## src/rtl/sm4_pkg.sv

```systemverilog
// Shared SM4 types, FSM encoding and the S-box table used by the masked
// substitution datapath.
package sm4_pkg;

  typedef logic [7:0] byte_t;

  typedef enum logic [1:0] {
    ST_IDLE = 2'd0,
    ST_RUN  = 2'd1,
    ST_DONE = 2'd2
  } state_e;

  localparam byte_t SBOX [256] = '{
    8'hd6, 8'h90, 8'he9, 8'hfe, 8'hcc, 8'he1, 8'h3d, 8'hb7, 8'h16, 8'hb6, 8'h14, 8'hc2, 8'h28, 8'hfb, 8'h2c, 8'h05,
    8'h2b, 8'h67, 8'h9a, 8'h76, 8'h2a, 8'hbe, 8'h04, 8'hc3, 8'haa, 8'h44, 8'h13, 8'h26, 8'h49, 8'h86, 8'h06, 8'h99,
    8'h9c, 8'h42, 8'h50, 8'hf4, 8'h91, 8'hef, 8'h98, 8'h7a, 8'h33, 8'h54, 8'h0b, 8'h43, 8'hed, 8'hcf, 8'hac, 8'h62,
    8'he4, 8'hb3, 8'h1c, 8'ha9, 8'hc9, 8'h08, 8'he8, 8'h95, 8'h80, 8'hdf, 8'h94, 8'hfa, 8'h75, 8'h8f, 8'h3f, 8'ha6,
    8'h47, 8'h07, 8'ha7, 8'hfc, 8'hf3, 8'h73, 8'h17, 8'hba, 8'h83, 8'h59, 8'h3c, 8'h19, 8'he6, 8'h85, 8'h4f, 8'ha8,
    8'h68, 8'h6b, 8'h81, 8'hb2, 8'h71, 8'h64, 8'hda, 8'h8b, 8'hf8, 8'heb, 8'h0f, 8'h4b, 8'h70, 8'h56, 8'h9d, 8'h35,
    8'h1e, 8'h24, 8'h0e, 8'h5e, 8'h63, 8'h58, 8'hd1, 8'ha2, 8'h25, 8'h22, 8'h7c, 8'h3b, 8'h01, 8'h21, 8'h78, 8'h87,
    8'hd4, 8'h00, 8'h46, 8'h57, 8'h9f, 8'hd3, 8'h27, 8'h52, 8'h4c, 8'h36, 8'h02, 8'he7, 8'ha0, 8'hc4, 8'hc8, 8'h9e,
    8'hea, 8'hbf, 8'h8a, 8'hd2, 8'h40, 8'hc7, 8'h38, 8'hb5, 8'ha3, 8'hf7, 8'hf2, 8'hce, 8'hf9, 8'h61, 8'h15, 8'ha1,
    8'he0, 8'hae, 8'h5d, 8'ha4, 8'h9b, 8'h34, 8'h1a, 8'h55, 8'had, 8'h93, 8'h32, 8'h30, 8'hf5, 8'h8c, 8'hb1, 8'he3,
    8'h1d, 8'hf6, 8'he2, 8'h2e, 8'h82, 8'h66, 8'hca, 8'h60, 8'hc0, 8'h29, 8'h23, 8'hab, 8'h0d, 8'h53, 8'h4e, 8'h6f,
    8'hd5, 8'hdb, 8'h37, 8'h45, 8'hde, 8'hfd, 8'h8e, 8'h2f, 8'h03, 8'hff, 8'h6a, 8'h72, 8'h6d, 8'h6c, 8'h5b, 8'h51,
    8'h8d, 8'h1b, 8'haf, 8'h92, 8'hbb, 8'hdd, 8'hbc, 8'h7f, 8'h11, 8'hd9, 8'h5c, 8'h41, 8'h1f, 8'h10, 8'h5a, 8'hd8,
    8'h0a, 8'hc1, 8'h31, 8'h88, 8'ha5, 8'hcd, 8'h7b, 8'hbd, 8'h2d, 8'h74, 8'hd0, 8'h12, 8'hb8, 8'he5, 8'hb4, 8'hb0,
    8'h89, 8'h69, 8'h97, 8'h4a, 8'h0c, 8'h96, 8'h77, 8'h7e, 8'h65, 8'hb9, 8'hf1, 8'h09, 8'hc5, 8'h6e, 8'hc6, 8'h84,
    8'h18, 8'hf0, 8'h7d, 8'hec, 8'h3a, 8'hdc, 8'h4d, 8'h20, 8'h79, 8'hee, 8'h5f, 8'h3e, 8'hd7, 8'hcb, 8'h39, 8'h48
  };

  function automatic byte_t sm4_sbox(input byte_t a);
    return SBOX[a];
  endfunction

endpackage

```

## src/rtl/sm4_sbox_byte.sv

```systemverilog
// Combinational SM4 S-box for a single byte; one instance per lane.
module sm4_sbox_byte
  import sm4_pkg::*;
(
  input  byte_t in_i,
  output byte_t out_o
);

  assign out_o = sm4_sbox(in_i);

endmodule

```

## src/rtl/sm4_masked_subword.sv

```systemverilog
// Masked SM4 substitution over an NBYTES word, LANES bytes per clock.
// Build option SM4_SUB_REFRESH_EN adds the rnd port and re-masks the output with it.
module sm4_masked_subword
  import sm4_pkg::*;
#(
  parameter int NBYTES = 4,
  parameter int LANES  = 1
) (
  input  logic                clk,
  input  logic                rst_n,
  input  logic                start,
  input  logic [8*NBYTES-1:0] x,
  input  logic [8*NBYTES-1:0] m,
`ifdef SM4_SUB_REFRESH_EN
  input  logic [8*NBYTES-1:0] rnd,
`endif
  output logic                busy,
  output logic                finish,
  output logic [8*NBYTES-1:0] x_out,
  output logic [8*NBYTES-1:0] m_out
);

  localparam int W          = 8 * NBYTES;
  localparam int LANES_SAFE = (LANES < 1) ? 1 : LANES;
  localparam int C          = NBYTES / LANES_SAFE;
  localparam int CW         = $clog2(C) + 1;
  localparam logic [CW-1:0] GRP_LAST = CW'(C - 1);

  if (NBYTES < 1 || LANES < 1 || LANES > NBYTES || (NBYTES % LANES_SAFE) != 0) begin : g_bad_cfg
    $error("sm4_masked_subword: LANES must be in 1..NBYTES and divide NBYTES");
  end

  state_e          state_q, state_d;
  logic [CW-1:0]   grp_q, grp_d;
  logic            capture, advance;

  // Operand registers shift down one lane group per RUN edge, so the lanes
  // always read their bytes from the bottom of the word.
  logic [W-1:0]    x_q, x_d, m_q, m_d;
  logic [W-1:0]    x_out_q, x_out_d, m_out_q, m_out_d;
  logic [8*LANES-1:0] lane_x, lane_m;

  // ---------------------------------------------------------------- FSM
  always_ff @(posedge clk or negedge rst_n) begin
    if (!rst_n) begin
      state_q <= ST_IDLE;
      grp_q   <= '0;
    end else begin
      // NOTE: sequential state uses non-blocking assignments so every register samples pre-edge values.
      state_q <= state_d;
      grp_q   <= grp_d;
    end
  end

  always_comb begin
    // NOTE: every signal written here gets a default first, so no latch can be inferred.
    state_d = state_q;
    grp_d   = grp_q;
    capture = 1'b0;
    advance = 1'b0;
    unique case (state_q)
      ST_IDLE: begin
        if (start) begin
          state_d = ST_RUN;
          grp_d   = '0;
          capture = 1'b1;
        end
      end
      ST_RUN: begin
        advance = 1'b1;
        if (grp_q == GRP_LAST) begin
          state_d = ST_DONE;
          grp_d   = '0;
        end else begin
          grp_d = grp_q + CW'(1);
        end
      end
      ST_DONE: state_d = ST_IDLE;
      default: state_d = ST_IDLE;
    endcase
  end

  assign busy   = (state_q != ST_IDLE);
  assign finish = (state_q == ST_DONE);

  // ------------------------------------------------------ operand capture
  always_comb begin
    x_d = x_q;
    m_d = m_q;
    if (capture) begin
      x_d = x;
      m_d = m;
    end else if (advance) begin
      x_d = x_q >> (8 * LANES);
      m_d = m_q >> (8 * LANES);
    end
  end

`ifdef SM4_SUB_REFRESH_EN
  logic [W-1:0] r_q, r_d;

  always_comb begin
    r_d = r_q;
    if (capture) begin
      r_d = rnd;
    end else if (advance) begin
      r_d = r_q >> (8 * LANES);
    end
  end

  always_ff @(posedge clk or negedge rst_n) begin
    if (!rst_n) begin
      r_q <= '0;
    end else begin
      r_q <= r_d;
    end
  end
`endif

  // ---------------------------------------------------------------- lanes
  for (genvar l = 0; l < LANES; l++) begin : g_lane
    byte_t s_in, s_out, o_mask;

    assign s_in = x_q[8*l +: 8] ^ m_q[8*l +: 8];
`ifdef SM4_SUB_REFRESH_EN
    assign o_mask = m_q[8*l +: 8] ^ r_q[8*l +: 8];
`else
    assign o_mask = m_q[8*l +: 8];
`endif

    sm4_sbox_byte u_sbox (
      .in_i  (s_in),
      .out_o (s_out)
    );

    assign lane_x[8*l +: 8] = s_out ^ o_mask;
    assign lane_m[8*l +: 8] = o_mask;
  end

  // Byte b is written by lane b%LANES on the edge that processes group b/LANES.
  for (genvar b = 0; b < NBYTES; b++) begin : g_byte
    localparam int L = b % LANES_SAFE;
    logic wr;

    assign wr = advance && (grp_q == CW'(b / LANES_SAFE));
    assign x_out_d[8*b +: 8] = wr ? lane_x[8*L +: 8] : x_out_q[8*b +: 8];
    assign m_out_d[8*b +: 8] = wr ? lane_m[8*L +: 8] : m_out_q[8*b +: 8];
  end

  // ------------------------------------------------------ data registers
  always_ff @(posedge clk or negedge rst_n) begin
    if (!rst_n) begin
      // NOTE: data registers are reset as well; captured operands and the last result must not survive a reset.
      x_q     <= '0;
      m_q     <= '0;
      x_out_q <= '0;
      m_out_q <= '0;
    end else begin
      x_q     <= x_d;
      m_q     <= m_d;
      x_out_q <= x_out_d;
      m_out_q <= m_out_d;
    end
  end

  assign x_out = x_out_q;
  assign m_out = m_out_q;

endmodule

```

## config.mk

```make
export PLATFORM = sky130hd
export DESIGN_NAME = sm4_masked_subword
export DESIGN_NICKNAME = d
export VERILOG_FILES = /design/src/rtl/sm4_pkg.sv /design/src/rtl/sm4_sbox_byte.sv /design/src/rtl/sm4_masked_subword.sv
export SDC_FILE = /design/constraint.sdc
export NUM_CORES = 1
export LEC_CHECK = 0
export CAP_MARGIN = 10
export CORE_UTILIZATION = 60
export DETAILED_ROUTE_END_ITERATION = 7
export PLACE_DENSITY = 0.87
export SYNTH_ARGS = -nofsm -noshare
export SYNTH_HDL_FRONTEND = slang
export SYNTH_SLANG_ARGS = --single-unit
```

## constraint.sdc

```tcl
create_clock -name clk -period 7.3 [get_ports clk]
set_input_delay 1.46 -clock clk [delete_from_list [all_inputs] [get_ports clk]]
set_output_delay 1.46 -clock clk [all_outputs]
set_load 0.01 [all_outputs]
```

* Yosys cells after proc, flatten, opt, wreduce, memory -nomap -nowiden *
Memory sizes are Yosys's and may differ from the RTL's.
Cells that the tools add are included.

cells by class
  bitwise operators = 3
  eq/ne operators = 7
  shift-type cells = 0
  div/mod/pow operators = 0
  reduce and logical (&&, ||, !) cells = 11
  multipliers = 0
  add/sub/neg operators = 1
  order comparisons = 1
  mux-type cells = 15

operator list
  operator                                       count
  two-way mux 32 bit                             4
  two-way mux 8 bit                              2
  bitwise XOR 8 bit                              2
  >= comparator 9 bit, second input constant     1
  inverter 8 -> 9 bit                            1
  == test 3 x 2 -> 1 bit, second input constant  2
  two-way mux 3 bit                              2
  case mux 3 bit (2 select lines)                1
  nonzero test 2 bit                             3
  logical AND 1 bit                              4
  two-way mux 2 bit                              2
  inequality test 2 bit, second input constant   2
  case mux 2 bit (2 select lines)                1
  AND reduction 2 bit                            2
  adder 3 x 1 -> 3 bit, second input constant    1
  == test 3 x 1 -> 1 bit, second input constant  1
  zero test 3 bit                                1
  two-way mux 1 bit                              3
  == test 2 x 1 -> 1 bit, second input constant  1
  == test 2 bit, second input constant           1
  zero test 2 bit                                1

word-level totals
  logic and storage cells = 51
  input bits = 67
  memory bits (read-only) = 2048
  memory bits (writable) = 0
  memories = 1
  output and inout port bits = 66
  bits in registers = 133
  latch bits = 0

memories
  memory            words  bits a word  read ports  clocked after Yosys merged registers in  wr ports  RTL line       text
  (name not given)  256    8            1           0                                        0         sm4_pkg.sv:33  return SBOX[a];

* Longest topological paths before layout *
  word-level depth = 6
  mapped depth = 15
  mapped depth without buffers = 11

* Hierarchy *
Synthesis repeated with hierarchy kept, for this count alone.

unflattened totals
  cell total of the unflattened synthesis = 1034
  area total of the unflattened synthesis = 8863.5 µm²

modules (own cells, without submodules)
  module              seq. area each (µm²)  cells each  area an instance (µm²)  times used
  sm4_masked_subword  3328.2                504         5698.0                  1
  sm4_sbox_byte       0.0                   530         3165.5                  1

* Least setup slack after synthesis *
Ideal clock, no wire load.

  path kind = flip-flop to flip-flop
  start = register m_q[1]
  end = register x_out_q[14] (netlist: x_out[14])
  arrival = 3.802 ns
  period minus slack after synthesis = 3.937 ns
  required time = 7.165 ns
  library setup time = 0.135 ns
  path buffers = 4
  setup slack = 3.363 ns
  stages on the path, launching flop included = 16
  cells stage by stage = dfrtp_1 buf_2 xor2_4 inv_2 clkbuf_1 clkbuf_1 ha_1 clkbuf_1 inv_1 mux4_2 and2_1 or4_1 a2111oi_2 a2111oi_1 a41oi_2 mux2i_1

on the way
  cells in the longest elaborated chain, start to end = 6

RTL lines
  element                                               RTL line                   text
  start, declared                                       sm4_masked_subword.sv:39   logic [W-1:0] x_q, x_d, m_q, m_d;
  start signal, assigned                                sm4_masked_subword.sv:160  m_q <= m_d;
  bitwise XOR 8 bit                                     sm4_masked_subword.sv:124  assign s_in = x_q[8*l +: 8] ^ m_q[8*l +: 8];
  inverter 8 -> 9 bit (not written as such)             sm4_pkg.sv:33
  memory (256 x 8 bit)                                  n/a
  two-way mux 8 bit (not written as such) (2 in a row)  sm4_pkg.sv:33
  bitwise XOR 8 bit                                     sm4_masked_subword.sv:136  assign lane_x[8*l +: 8] = s_out ^ o_mask;
  end signal, assigned                                  sm4_masked_subword.sv:161  x_out_q <= x_out_d;
  end, declared                                         sm4_masked_subword.sv:40   logic [W-1:0] x_out_q, x_out_d, m_out_q, m_out_d;

Every way passes these cells. The select of a mux whose other input is x is not followed.
A chain may end at the register's enable or synchronous reset.

* Worst setup path in the final report *
  start = register m_q[0]
  end = register x_out_q[10] (netlist: x_out[10])

Same word-level chain as after synthesis.

==> flow_summary.toml <==
[outcome]
status = "finished clean"

[clock_network]
cts_resized = 0
clk_latency_ns = 0.42
numClockSinks = 133
cts_buffer_depth = 2
cts_max_level = 4
post_cts_buffers = 0
cts_tree = "yes"
cts_root_buffer = "clkbuf_16"
cts_hold_buf = 0
cts_made_buffers = 17
path_clk_slew_ns = 0.06

[synthesis]
syn_area_per_cell_sq_um = 8.11
syn_inst = 1097
syn_nets = 1181
ys_seq_elements = 133
synth-seq-area-share_pct = 37.4
synth_edf_count = 0
ys_types = 69
synth-xor-area-share_pct = 2.45
synth_top_flop_cell = "dfrtp_1"
synth_top_family_by_area = "compound AO/OA/AOI/OAI gates"
synth_compound_area_share_pct = 26.9
synthMuxAreaShare_pct = 5.66
netlist_area_sq_mm = 0.00889
synthSimpleGateAreaFrac_pct = 19.5
synth-async-reset-ratio_pct = 100
ys.warnings.count = 0
synth_fa_ha_area_share_pct = 2.39

[critical_path]
crit_type = "flop to flop"
end_kind = "flop"
reg2reg_depth = 12
cp_slowest_stage_delay_ns = 0.86
cp.arrival_ns = 4.88
crit_fanout = 23
path_cells = "xor2_1, buf_4, inv_1, ha_1, buf_4, inv_1, o21ai_0, a2111oi_0, o41ai_1, o22ai_1, xor2_1, o21ai_0"
cp.required_ns = 7.56
cp_slowest_cell = "a2111oi_0"
critPathLaunchType = "flop"

[cells_and_area]
final_nets = 1238
final_cell_mix = "nand2_1 (254), dfrtp_1 (133), clkdlybuf4s50_1 (131)"
area_growth_syn_to_layout_pct = 21.3
final_common_cell = "nand2_1"
diodes = 0
stdcell_count = 1350
layout-drive-gt1-share_pct = 7.63

[die]
die_h_um = 124
rows = 44
core_area_sq_mm = 0.0145
start_util_pct = 61.4
fp.dieW_um = 124
io_pins = 133
dieArea_sq_mm = 0.0153

[global_route]
grt_max_degree = 82
grt_use_total_pct = 42.7
overflow = 0
antenna_found_initial = 0
grt_pass1_wl_um = 49000
grt_pass1_vias = 8981

[drt]
drc_errors = 0
wl_per_cell_um = 23.8
drt_iter0_markers = 1958
vias = 9643
viasPerCell = 7.14
wirelength_um = 32100
drtPass1Iterations = 7
final_antenna_net_count = 0

[sta]
fin_crit_ns = 4.62
drv_slew = 0
fmaxAchievable_mhz = 217
period_share_pct = 63.3
tightest_slew_ns = 1.08
finalSetupTns_ns = 0
finalSetupViolCount = 0
rsz0062_at_grt = "no"
clock_skew_ns = 0.00752
slew_headroom_pct = 27.7
hold_viol = 0

[placed_design]
gp_congestion = 1.10
numPortBuffers = 132
dp_hpwl_um = 20600
post-place-cells = 1319

[job]
drv_cap = 0

[hold_path]
hold_depth = 2
hp-class = "flop to flop"
-- layer usage --
metal  global-route usage, %  wire, um  part of all wire (%)  vias to the layer above
met1                    55.5     11800                    37                     4485
li1                        -         -                     -                     4115
met5                       0         0                     0                        -
met4                    22.4      1980                   6.2                        0
met2                    63.1     14200                    44                      832
met3                    14.4      4150                    13                      211
-- Yosys cell counts, types with 4 or more instances --
cell type	count	share of area [%]
dfrtp_1	133	37
o211ai_1	18	1.5
a32o_1	4	0.45
a311o_1	4	0.45
o221ai_1	12	1.2
and3_1	5	0.35
o31ai_1	8	0.68
a2111oi_0	4	0.39
and2_1	5	0.35
a21o_1	7	0.59
o21ai_0	80	4.5
a211oi_1	15	1.3
ha_1	17	2.4
xnor2_1	11	1.1
o41ai_1	4	0.39
mux4_2	4	1.0
nand2_1	254	11
a2111o_1	4	0.51
mux2_2	18	2.3
nor2_1	54	2.3
a222oi_1	4	0.45
nor2b_1	4	0.28
a221oi_1	10	0.98
o32ai_1	4	0.39
o311ai_0	6	0.59
nand3_1	40	2.3
a311oi_1	12	1.2
o22ai_1	7	0.49
a22oi_1	48	4.1
buf_2	20	1.1
clkbuf_1	77	3.3
or3_1	4	0.28
a21oi_1	51	2.9
xor2_1	7	0.69
buf_1	15	0.63
inv_1	14	0.59
mux2i_1	21	2.4
nor3_1	26	1.5
a31oi_1	12	0.84
-- path summary, 6_finish.rpt --
| check | start | end | slack [ns] |
|---|---|---|---|
| min in group asynchronous | rst_n | x_out[27]$_DFFE_PN0P_ | 1.00 |
| worst min-delay path | m_out[22]$_DFFE_PN0P_ | m_out[22]$_DFFE_PN0P_ | 0.48 |
| worst max-delay path | m_q[0]$_DFFE_PN0P_ | x_out[10]$_DFFE_PN0P_ | 2.68 |
| worst max register to register | m_q[0]$_DFFE_PN0P_ | x_out[10]$_DFFE_PN0P_ | 2.68 |
| worst min register to register | m_out[22]$_DFFE_PN0P_ | m_out[22]$_DFFE_PN0P_ | 0.48 |
| max in group asynchronous | rst_n | x_q[8]$_DFFE_PN0P_ | 5.01 |
-- kinds of logic after synthesis --
group | count (synthesis)
simple gates | 411
flops | 133
mux | 43
compound gates | 343
fa+ha+maj | 17
buf+inv | 129
xor+xnor | 21
-- state kept, by name, indices dropped and copies added, names as in the netlist --
| register | flops |
|---|---|
| grp_q | 3 |
| m_q | 32 |
| x_out | 32 |
| state_q | 2 |
| m_out | 32 |
| x_q | 32 |
-- per-stage QoR --
step	util (%)	cell area [sq um]	hold slack [ns]	setup WS (ns)
after detailed placement	70.5	10200	0.463	2.98
after global routing	74.5	10800	0.500	2.54
after CTS	74.5	10800	0.481	2.95
after floorplan	-	8890	0.446	3.36
final	74.5	10800	0.479	2.68
after global placement	70.5	10200	0.458	2.98
-- critical path: cells and delay by family (launching register included) --
kind,cells,cell delay (ns)
adder cells (fa/ha/maj),1,0.37
buffers and inverters,4,1.19
XOR/XNOR,2,0.52
AO/OA/AOI/OAI,5,1.81
flip-flops,1,0.56
-- cell type report --
class	instances	area [sq um]
Clock buffer	18	429
Multi-Input combinational cell	835	5130
Inverter	17	63.8
Tap cell	184	230
Fill cell	1055	3690
Timing Repair Buffer	150	1460
Sequential cell	133	3330
Clock inverter	13	149
Power is not shown: default switching activity piles up to over one toggle a cycle in this logic, so the estimate is an artifact.
==> patch 1: new RTL, config.mk and constraints unchanged <==
Take the reset off `m_q` and load it in a clocked block of its own.
--- a/src/rtl/sm4_masked_subword.sv
+++ b/src/rtl/sm4_masked_subword.sv
@@ -154,3 +154,2 @@
       x_q     <= '0;
-      m_q     <= '0;
       x_out_q <= '0;
@@ -159,3 +158,2 @@
       x_q     <= x_d;
-      m_q     <= m_d;
       x_out_q <= x_out_d;
@@ -163,2 +161,6 @@
     end
+  end
+
+  always_ff @(posedge clk) begin
+    m_q <= m_d;
   end
Check against the original RTL: no difference found for any inputs over 4 cycles, from zero or initial values and one cycle with rst_n low; that may be too few to reach the edited logic, so the function may still have changed.
==> patch 1 against the original RTL <==
- the flow now finishes with violations (design-rule violations)
- hold slack got worse by 0.0026 ns
- maximum frequency is 2.0% lower
- routed wire length rose by 6.8%
- cell count rose by 2.2%
- first-iteration DRC count is 12% higher
- final area decreased by 0.35%
- sequential cell count unchanged
- setup slack worse by 0.096 ns
- area after synthesis down 0.89%
- critical path type unchanged
Power is left out: the tool's default activity adds up to more than one toggle a clock period on the data nets, which glitch-free logic cannot reach.
==> patch 1: results (changes against the original RTL) <==
- Slowest CP cell: a221oi_1 (was a2111oi_0)
- Largest net degree at the start of global routing: 78 (was 82)
- Vias in the first global route: 9384 (was 8981)
- Clk_skew: 0.00746 ns (was 0.00752 ns)
- Failing checks: design-rule violations
- Slowest Stage Delay on Critical Path: 0.83 ns (was 0.86 ns)
- DR DRC count: 8 (was 0)
- Syn Nets: 1202 (was 1181)
- Routability Congestion: 1.18 (was 1.10)
- Worst Path Max Fanout: 32 (was 23)
- Number of antenna violations at the first check in global routing: 1 (was 0)
- Worst reg2reg startpoint: m_q[1] (was m_q[0])
- Post-synth ARST share: 75.9% (was 100%)
- DR iter-0 viols: 2195 (was 1958)
- Synth Instances: 1118 (was 1097)
- Status: finished, violations left (was complete, no violations)
- GRT Total Usage: 46.0% (was 42.7%)
- First-pass GRT wire length: 51600 µm (was 49000 µm)
- Slew @ Worst Pin: 1.16 ns (was 1.08 ns)
- Top cells by count, synth: 357 x nand2_1, 101 x dfrtp_1, 76 x clkbuf_1 (was 254 x nand2_1, 133 x dfrtp_1, 80 x o21ai_0)
- Arrival @ worst endpoint: 4.97 ns (was 4.88 ns)
- # fillers: 954 (was 1055)
- Top cells by area, synth: dfrtp_1 29%, nand2_1 15%, edfxtp_1 11% (was dfrtp_1 37%, nand2_1 11%, o21ai_0 4.5%)
- FF-to-FF End: x_out[31] (was x_out[10])
- Sequential fraction of the synthesis area: 39.6% (was 37.4%)
[patch 1: logic make-up after synthesis]
kind of cell	Yosys count	share of synthesized area [%]
AOI/OAI and AO/OA	300	23.3
xor gates and xnor gates	20	2.41
adders and majority gates	17	2.41
buffers and inverters	119	5.58
DFF	133	39.6
muxes	25	3.28
and+or+nand+nor	504	23.4
[patch 1: final cells by class]
| type | count | area [µm²] | share of cell area (%) |
|---|---|---|---|
| diodes | 1 | 2.50 | 0.0233 |
| flip-flops and latches | 133 | 3490 | 32.4 |
| well taps | 180 | 225 | 2.09 |
| multi-input cells | 866 | 4930 | 45.9 |
| clock buffers | 19 | 433 | 4.03 |
| clock inverters | 13 | 110 | 1.02 |
| repair buffers | 153 | 1500 | 14.0 |
| inverters | 15 | 56.3 | 0.524 |
[patch 1: worst min path at each step]
stage	start	end	slack, ns	cells after the start
floorplan	x_q[10]	x_q[10]	0.45	2
global placement	x_q[22]	x_q[22]	0.46	2
detailed placement	m_out[4]	m_out[4]	0.46	2
CTS	m_out[4]	m_out[4]	0.48	2
global route	x_q[22]	x_q[14]	0.51	2
finish	x_q[11]	x_q[11]	0.48	2
[patch 1: stage by stage]
| step | hold WS (ns) | instance area [µm²] |
|---|---|---|
| after floorplan | 0.447 | 8810 |
| after global placement | 0.458 | 10200 |
| after detailed placement | 0.462 | 10200 |
| after CTS | 0.477 | 10700 |
| after global routing | 0.509 | 10700 |
| final | 0.477 | 10800 |
[patch 1: critical path: cells and delay by family (launching register included)]
family	cells	cell delay, ns
compound gates	3	1.12
xor+xnor	1	0.17
fa+ha+maj	1	0.54
buf+inv	3	1.00
flops	1	0.66
mux	2	0.50
simple gates	2	0.52
[patch 1: per-layer routing]
layer  up-vias  wire, µm  global-route usage, %
met5         -         0                      0
li1       4130         -                      -
met3       273      4960                   17.6
met4         0      2570                   27.6
met1      4506     11800                   56.2
met2       944     14900                   68.7
==> patch 2: new RTL, config.mk and constraints unchanged <==
Without the edit above. The option `SM4_SUB_REFRESH_EN` is turned on by a define.
--- a/src/rtl/sm4_masked_subword.sv
+++ b/src/rtl/sm4_masked_subword.sv
@@ -2,2 +2,4 @@
 // Build option SM4_SUB_REFRESH_EN adds the rnd port and re-masks the output with it.
+`define SM4_SUB_REFRESH_EN
+
 module sm4_masked_subword
Interface: changed (added rnd); port bits go from 133 to 165. No check against the original RTL was run, so the function may have changed too.
==> patch 2 against the original RTL <==
- the flow now finishes with violations (design-rule violations)
- critical path depth down 1
- sequential cell count increased by 32
- final area is 21% higher
- hold slack gained 0.0035 ns
- sequential share of layout area increased by 0.79 points
- setup slack worse by 0.044 ns
- maximum frequency fell by 0.95%
- critical endpoint is now x_out[2]
- area after synthesis is 21% higher
- synthesized cell count up 19%
- count of clock-buffer cells in the layout is the same
- routed wire length rose by 36%
Power is not shown: default switching activity piles up to over one toggle a cycle in this logic, so the estimate is an artifact.
==> patch 2: results (changes against the original RTL) <==
- Clk_skew: 0.0136 ns (was 0.00752 ns)
- R2R depth: 11 (was 12)
- Detailed-route wire length per cell: 26.8 µm (was 23.8 µm)
- Router iterations before antenna repair: 8 (was 7)
- Hold path start: m_q[9] (was m_out[22])
- Worst setup endpoint: x_out[2] (was x_out[10])
- Slowest Stage Delay on Critical Path: 0.72 ns (was 0.86 ns)
- Fin Hold WS: 0.483 ns (was 0.479 ns)
- Synth Area in Compound Gates: 26.4% (was 26.9%)
- Vias per cell: 7.30 (was 7.14)
- Status: finished, violations left (was complete, no violations)
- Number of antenna violations at the first check in global routing: 1 (was 0)
- Post-Synth Adder-Cell Area: 1.98% (was 2.39%)
- DR DRC count: 33 (was 0)
- Multiplexer share of the synthesized area: 3.51% (was 5.66%)
- Sequential fraction of the synthesis area: 38.5% (was 37.4%)
- Top cells by count, synth: 318 x nand2_1, 165 x dfrtp_1, 97 x nor2_1 (was 254 x nand2_1, 133 x dfrtp_1, 80 x o21ai_0)
- Crit. Startpoint: x_q[0] (was m_q[0])
- Relative slew margins: 11.0% (was 27.7%)
- Fin crit period: 4.66 ns (was 4.62 ns)
- Failing checks: design-rule violations
- Pre-CTS setup slack: 3.20 ns (was 2.98 ns)
- XOR/XNOR share of the synthesized area: 2.25% (was 2.45%)
- R2r setup slk: 2.64 ns (was 2.68 ns)
- Synth Instances: 1306 (was 1097)
patch 2: cell types whose count changed after synthesis, sizes merged, moves of 11 or more:
cell   change
a211o     +13
a21oi     -24
a22oi     +30
a32oi     +12
buf       +11
dfrtp     +32
mux2      -18
nand2     +66
nand4     +19
nor2      +45
patch 2: cell type report:
| type | instances | area [µm²] | share of cell area (%) |
|---|---|---|---|
| Inverter | 13 | 48.8 | 0.374 |
| Sequential cell | 165 | 4130 | 31.6 |
| Clock inverter | 14 | 186 | 1.43 |
| Tap cell | 225 | 282 | 2.16 |
| Clock buffer | 18 | 439 | 3.36 |
| Multi-Input combinational cell | 1010 | 6150 | 47.1 |
| Timing Repair Buffer | 187 | 1820 | 13.9 |
patch 2: metal layers:
| layer | global-route usage [%] | vias up | routed length (µm) |
|---|---|---|---|
| li1 | - | 4978 | - |
| met1 | 59.4 | 5599 | 15100 |
| met2 | 70.9 | 1079 | 19400 |
| met4 | 32.2 | 0 | 3140 |
| met3 | 17.9 | 254 | 6080 |
| met5 | 0 | - | 0 |
